--- src/rtl/station_operand_set.sv ---
// Reservation-station entry holding OPERAND_COUNT source operands that are
// either preloaded at allocation or captured later from the result buses.
module station_operand_set #(
  parameter int SIZE               = 32,
  parameter int STATION_INDEX_SIZE = 2,
  parameter int BUS_COUNT          = 2,
  parameter int OPERAND_COUNT      = 2
) (
  input  logic                                       clock,
  input  logic                                       reset,
  input  logic                                       allocate,
  input  logic [OPERAND_COUNT-1:0]                   preload_value,
  input  logic [OPERAND_COUNT*SIZE-1:0]              preloaded_value,
  input  logic [OPERAND_COUNT*STATION_INDEX_SIZE-1:0] source_index,
  input  logic                                       issue,
  input  logic                                       flush,
  input  logic [BUS_COUNT-1:0]                       bus_asserted,
  input  logic [BUS_COUNT*STATION_INDEX_SIZE-1:0]    bus_source,
  input  logic [BUS_COUNT*SIZE-1:0]                  bus_value,
  output logic                                       free,
  output logic                                       occupied,
  output logic [OPERAND_COUNT-1:0]                   loaded,
  output logic [OPERAND_COUNT*SIZE-1:0]              value,
  output logic                                       ready,
  output logic [1:0]                                 state_debug
);

  localparam int TW = STATION_INDEX_SIZE;

  typedef enum logic [1:0] {
    EMPTY   = 2'd0,
    WAITING = 2'd1,
    READY   = 2'd2
  } state_t;

  state_t                          state;
  logic [OPERAND_COUNT*TW-1:0]     saved_tag;
  logic [OPERAND_COUNT-1:0]        hit;
  logic [OPERAND_COUNT*SIZE-1:0]   hit_value;
  logic [TW-1:0]                   tag_sel;
  logic [OPERAND_COUNT-1:0]        alloc_loaded;
  logic [OPERAND_COUNT-1:0]        wait_loaded;

  assign free        = (state == EMPTY);
  assign occupied    = (state == WAITING) || (state == READY);
  assign ready       = occupied && (&loaded);
  assign state_debug = state;

  // Bus match per operand: buses scanned high to low so the lowest index wins.
  // While EMPTY the incoming tag is compared, giving same-cycle bypass.
  always_comb begin
    hit       = '0;
    hit_value = '0;
    tag_sel   = '0;
    for (int k = 0; k < OPERAND_COUNT; k++) begin
      tag_sel = (state == EMPTY) ? source_index[k*TW +: TW] : saved_tag[k*TW +: TW];
      for (int b = BUS_COUNT - 1; b >= 0; b--) begin
        if (bus_asserted[b] && (bus_source[b*TW +: TW] == tag_sel)) begin
          hit[k]                     = 1'b1;
          hit_value[k*SIZE +: SIZE]  = bus_value[b*SIZE +: SIZE];
        end
      end
    end
  end

  assign alloc_loaded = preload_value | hit;
  assign wait_loaded  = loaded | hit;

  // Handshake: allocate is accepted only when free=1, issue only when ready=1;
  // flush overrides both and any bus capture in the same cycle.
  always_ff @(posedge clock) begin
    if (reset) begin
      state     <= EMPTY;
      loaded    <= '0;
      value     <= '0;
      saved_tag <= '0;
    end else begin
      case (state)
        EMPTY: begin
          if (allocate && !flush) begin
            for (int k = 0; k < OPERAND_COUNT; k++) begin
              if (preload_value[k]) begin
                loaded[k]              <= 1'b1;
                value[k*SIZE +: SIZE]  <= preloaded_value[k*SIZE +: SIZE];
              end else if (hit[k]) begin
                loaded[k]              <= 1'b1;
                value[k*SIZE +: SIZE]  <= hit_value[k*SIZE +: SIZE];
              end else begin
                loaded[k]              <= 1'b0;
                saved_tag[k*TW +: TW]  <= source_index[k*TW +: TW];
              end
            end
            state <= (&alloc_loaded) ? READY : WAITING;
          end
        end
        WAITING: begin
          if (flush) begin
            state  <= EMPTY;
            loaded <= '0;
          end else begin
            for (int k = 0; k < OPERAND_COUNT; k++) begin
              if (!loaded[k] && hit[k]) begin
                loaded[k]             <= 1'b1;
                value[k*SIZE +: SIZE] <= hit_value[k*SIZE +: SIZE];
              end
            end
            if (&wait_loaded) state <= READY;
          end
        end
        READY: begin
          if (flush || issue) begin
            state  <= EMPTY;
            loaded <= '0;
          end
        end
        default: begin
          state  <= EMPTY;
          loaded <= '0;
        end
      endcase
    end
  end

endmodule

--- config.mk ---
export PLATFORM = sky130hd
export DESIGN_NAME = station_operand_set
export DESIGN_NICKNAME = d
export VERILOG_FILES = /design/src/rtl/station_operand_set.sv
export SDC_FILE = /design/constraint.sdc
export NUM_CORES = 1
export LEC_CHECK = 0
export ABC_AREA = 0
export BUFFER_PORTS_ARGS = -buffer_cell sky130_fd_sc_hd__buf_2
export CAP_MARGIN = 20
export CORE_ASPECT_RATIO = 1.5
export CORE_UTILIZATION = 49
export DETAILED_ROUTE_END_ITERATION = 8
export PLACE_DENSITY_LB_ADDON = 0.15
export SYNTH_ARGS = -nofsm -noshare
export SYNTH_HDL_FRONTEND = slang
export SYNTH_SLANG_ARGS = --single-unit
--- constraint.sdc ---
create_clock -name clock -period 6.95 [get_ports clock]
set_input_delay 0.695 -clock clock [delete_from_list [all_inputs] [get_ports clock]]
set_output_delay 0.695 -clock clock [all_outputs]
set_load 0.01 [all_outputs]
# Word-level counts from Yosys, hierarchy flattened
# Index checks and enable logic that the tools add are counted.
# totals
in_bits,145
ramBits,0
ff_bits,72
rom_bits,0
latch_bits,0
memories,0
# classes
mux,34
add_sub_neg,0
n_eq_ne,16
order_cmp,0
n_div,0
n_mul,0
bitwise,6
reduce_logical,25
n_shift,0
# ops
op,n
32-bit 2-to-1 mux,10
64-bit 2-to-1 mux,2
64-bit one-hot mux with 2 select lines,1
2-bit 2-to-1 mux,9
3-bit by 2-bit inequality test with 1-bit output (second input constant),5
2-bit one-hot mux with 3 select lines,2
1-bit 2-to-1 mux,10
5-bit AND reduction,2
3-bit AND reduction,3
2-bit equality test,4
1-bit logical AND,8
2-bit by 1-bit inequality test with 1-bit output (second input constant),4
4-bit AND reduction,2
2-bit AND reduction,3
1-bit inverter,4
2-bit bitwise OR,2
1-bit zero test,3
2-bit by 1-bit equality test with 1-bit output (second input constant),1
2-bit equality test (second input constant),1
2-bit zero test,1
1-bit logical OR,2
2-bit inequality test (second input constant),1
2-bit nonzero test,1

# Logic depth before layout (Yosys ltp)
# logic_depth
ltp_word,11
ltp_mapped,10

# Worst setup path after synthesis
# No wires, ideal clock.
# synth_path
kind,reg-to-reg
start,"register state[0], in the netlist state_debug[0]"
end,register value[10]
synth_period_minus_slack_ns,2.453
arrival_ns,2.365
path_buffers,2
stages_incl_launch_ff,11
setup_ns,0.089
slack_ns,4.497
path_cell_list,dfxtp_1 inv_1 ha_1 buf_6 mux2i_2 mux2i_1 nand2_1 a21oi_2 buf_2 nand3_1 a311oi_2
# synth_via
elab_chain_cells,10
elab_cells_between_ends,24
cone_classes,eq/ne: 7; mux: 11; reduce/logical: 6
# synth_lines
item,line,text
from (decl),36,state_t state;
from (signal assigned),93,state <= (&alloc_loaded) ? READY : WAITING;
2-bit zero test *,-,
named net free,20,"output logic free,"
2-bit 2-to-1 mux,56,tag_sel = (state == EMPTY) ? source_index[k*TW +: TW] : saved_tag[k*TW +: TW];
2-bit equality test,58,if (bus_asserted[b] && (bus_source[b*TW +: TW] == tag_sel)) begin
1-bit logical AND,58,
32-bit 2-to-1 mux (2 in a row),58,
32-bit 2-to-1 mux,85,end else if (hit[k]) begin
32-bit 2-to-1 mux,82,if (preload_value[k]) begin
64-bit 2-to-1 mux,80,if (allocate && !flush) begin
64-bit one-hot mux with 2 select lines,78,case (state)
"to (signal, indexed assignment)",84,value[k*SIZE +: SIZE] <= preloaded_value[k*SIZE +: SIZE];
"to (signal, indexed assignment)",87,value[k*SIZE +: SIZE] <= hit_value[k*SIZE +: SIZE];
"to (signal, indexed assignment)",104,value[k*SIZE +: SIZE] <= hit_value[k*SIZE +: SIZE];
to (decl),23,"output logic [OPERAND_COUNT*SIZE-1:0] value,"
# The timed path passes the listed nets; every way through them passes the cells marked *. The select of a mux whose other input is x is not followed.
# A chain may end at the register's enable or synchronous reset.

# Final worst setup path
# layout_path
start,"register state[0], in the netlist state_debug[0]"
end,register value[47]
# layout_via
elab_chain_cells,10
elab_cells_between_ends,24
cone_classes,eq/ne: 7; mux: 11; reduce/logical: 6
# layout_lines
item,line
2-bit zero test,"56, 78"
2-bit 2-to-1 mux,56
2-bit equality test,58
1-bit logical AND,58
32-bit 2-to-1 mux (2 in a row),58
32-bit 2-to-1 mux,85
32-bit 2-to-1 mux,82
64-bit 2-to-1 mux,80
64-bit one-hot mux with 2 select lines,78
# Several ways; a longest one is shown, not always the timed one. The select of a mux whose other input is x is not followed.

==> results.md <==
- Gr ovfl total: 0
- Design internal power: between 1 and 1.5 mW
- Static Leak: 2.30 nW
- Pin count of the biggest net entering global routing: 73
- First drt pass iteration count: 8
- Net Switching: 0.770 mW
- Post-CTS Hold Fix Bufs: 0
- Number of vias per cell: 6.36
- Peak VDD IR: ~0.19 mV
- Sw frac: 40.2%
- First-pass GRT wire length: 22200 um
- Reg power frac: ~31%
- DIE HEIGHT: 113 um
- Fill count: 671
- Worst setup path category: reg -> reg
- Antenna-violating nets left: 0
- Post-layout net count: 772
- Clock slew at reported path FFs: 0.05 ns
- H-tree depth: 3
- WL/cell: 18.9 um
- Tcrit/Tclk final: 50.4%
- Yosys warns: 0
- Synthesis-to-layout area growth: 34.1%
- Max Slew Vio Count: 0
- Netlist cell types: 36
- Status: finished, final reports clean
- Postcts setup bufs: 0
- CP Data Required Time: 7.17 ns
- DR vias: 4663
- Die width: 76.0 um
- Clock buffer depth: 2
- Type of origin of the critical path: flop
- Final instance area: 5400 um2
- Row count: 40
- CTS buffer count: 9
- Final hold viol count: 0
- Max Cap Viol: 0
- Final number of setup-violating endpoints: 0
- Gate power share: 47.2%
- Ratio of cells with drive above 1 in the final layout: 45.7%
- Mapped Cells: 434
- Worst Path Arrival: 3.72 ns
- Buffers on Ports: 215
- Relative slew margins: between 30% and 40%
- Number of enable flip-flop cells after synthesis: 0
- Async SR Flop Fraction: 0%
- Clock Latency Late Sink: roughly 0.33 ns
- Routed WL: 13900 um
- Io pins: between 200 and 250
- DP Cell Count: 718
- # resized after CTS: 0
- Vias in the first global route: 4432
- GR Util All Layers: 32.5%
- Iter 0 DRT Violations: 542
- Fin Setup TNS: 0 ns
- Num Clock Sinks: 72
- Initial core utilization: 50.3%
- Core area: around 8000 um2
- Diode count: 0
- CP Max Fanout: 17
- Hold Path Class: reg -> reg
- Net Count, Synth: 582
- Synthesized cell area: 4030 um2
- Die Area: roughly 8600 um2
- Register area share after synthesis: 35.8%
- Final HPWL DP: approximately 9500 um
- Initial antenna violation count: 0
- Final hold slack: 0.499 ns
- Unrepaired setup endpoints after global routing: false
- Skew final: approximately 0.006 ns
- Tightest Pin Transition: approximately 0.99 ns
- DRC: 0
- Yosys reg bits: 72
- Root buffer cell: clkbuf_16
- F_max: 0.285 GHz
- Main flop type after synthesis: dfxtp_1
- Syn avg cell area: ~9.3 um2
- Fin crit period: approximately 3.5 ns
- Placer's final routability congestion estimate: 0.890
- CTS tree: yes
- PwrDens: ~360 nW/um2
- Placed cell areas: 5130 um2
- CP endpoint kind: flop
- Fin cells: between 700 and 800
- Clock network power share: 21.7%
## synthesized netlist by cell type, types with 3 or more instances
cell | number | area, um2
a21oi_1 | 7 | 35.0
a221oi_1 | 33 | 289
nand3_1 | 32 | 160
buf_2 | 20 | 100
clkbuf_1 | 26 | 97.6
nor2_1 | 76 | 285
nand2_1 | 11 | 41.3
a222oi_1 | 32 | 320
mux2i_1 | 8 | 80.1
nand3b_1 | 3 | 22.5
nand2b_1 | 7 | 43.8
inv_1 | 8 | 30.0
a311oi_2 | 30 | 450
dfxtp_1 | 72 | 1440
a22oi_1 | 34 | 255
ha_1 | 3 | 37.5
o21ai_0 | 5 | 25.0
## worst paths after layout
kind                                from                endpoint  slack, ns  cells past startpoint
max          state_debug[0]$_SDFFE_PP0P_  value[47]$_SDFFE_PP0P_       3.45                      8
min                value[1]$_SDFFE_PP0P_   value[1]$_SDFFE_PP0P_       0.50                      2
max reg2reg  state_debug[0]$_SDFFE_PP0P_  value[47]$_SDFFE_PP0P_       3.45                      8
min reg2reg        value[1]$_SDFFE_PP0P_   value[1]$_SDFFE_PP0P_       0.50                      2
## logic make-up (layout without fill, tap and decap cells)
kind of cell / count (synthesis) / in the layout / share of synthesized area (%)
AO/OA/AOI/OAI: 150 / 150 / 36.7
XOR/XNOR: 4 / 4 / 1.24
adder cells (fa/ha/maj): 3 / 3 / 0.932
buffers and inverters: 55 / 249 / 5.94
flip-flops: 72 / 72 / 35.8
multiplexers: 14 / 14 / 4.35
AND/OR/NAND/NOR: 136 / 136 / 15.1
## through the flow
| step | total power [mW] | worst slack, ns | util [%] |
|---|---|---|---|
| floorplan | 1.20 | 4.50 | - |
| detailed placement | 1.50 | 3.50 | 64.1 |
| finish | 1.92 | 3.45 | 67.4 |
| global route | 2.03 | 3.22 | 67.4 |
| CTS | 1.92 | 3.48 | 67.4 |
| global placement | 1.47 | 3.68 | 64.1 |
## power by group through the flow
stage	registers, mW	clock network [mW]	logic, mW
2_1_floorplan	0.652	0	0.549
3_3_place_gp	0.599	0	0.874
3_5_place_dp	0.602	0	0.895
4_1_cts	0.595	0.424	0.898
5_1_grt	0.610	0.441	0.976
6_report	0.596	0.416	0.904
## per-layer routing
| layer | wire [um] | track usage (%) | vias to the layer above | share of wire [%] |
|---|---|---|---|---|
| met5 | 0 | 0 | - | 0 |
| met4 | 552 | 17.7 | 0 | 4.0 |
| met3 | 1150 | 6.05 | 46 | 8.3 |
| met2 | 6890 | 55.3 | 309 | 50 |
| met1 | 5270 | 38.7 | 2194 | 38 |
| li1 | - | - | 2114 | - |
## placed cells by master (no fill, tap or decap), types with 2 or more instances in the layout
cell type	instances
nand3b_1	3
nor2_2	3
nand2_1	11
and2_1	2
a222oi_1	32
clkinv_2	2
buf_2	215
mux2i_2	2
nor2_1	73
a221oi_1	33
clkbuf_16	9
a311oi_1	2
ha_1	3
mux2i_4	2
o21ai_0	5
nand2b_1	7
buf_4	11
xnor2_2	2
a311oi_2	30
nand3_1	32
mux2_2	2
xor2_1	2
nor2b_1	2
a22oi_1	34
mux2i_1	8
a21oi_1	6
inv_1	8
clkbuf_1	2
a21oi_4	2
dfxtp_1	72
## sequential cells by signal (all words and copies together), names as in the netlist
register,flops
saved_tag,4
value,64
loaded,2
state_debug,2
## final cells by class
| class | instances | area [um2] | area share, % |
|---|---|---|---|
| clock buffer | 12 | 246 | 4.57 |
| clock inverter | 3 | 18.8 | 0.348 |
| inverter | 8 | 30.0 | 0.556 |
| multi-input combinational | 307 | 2370 | 43.9 |
| sequential | 72 | 1440 | 26.7 |
| tap | 105 | 131 | 2.43 |
| timing repair buffer | 226 | 1160 | 21.5 |
## worst max-delay path, stage by stage (launching register included)
cell and delay [ns]:
dfxtp_1 0.32, inv_1 0.10, ha_1 0.58, mux2i_1 0.36, mux2_2 0.43, a2bb2oi_2 0.21, nand3b_1 0.62, buf_4 0.44
a221oi_1 0.33
(Power assumes the default switching activity.)
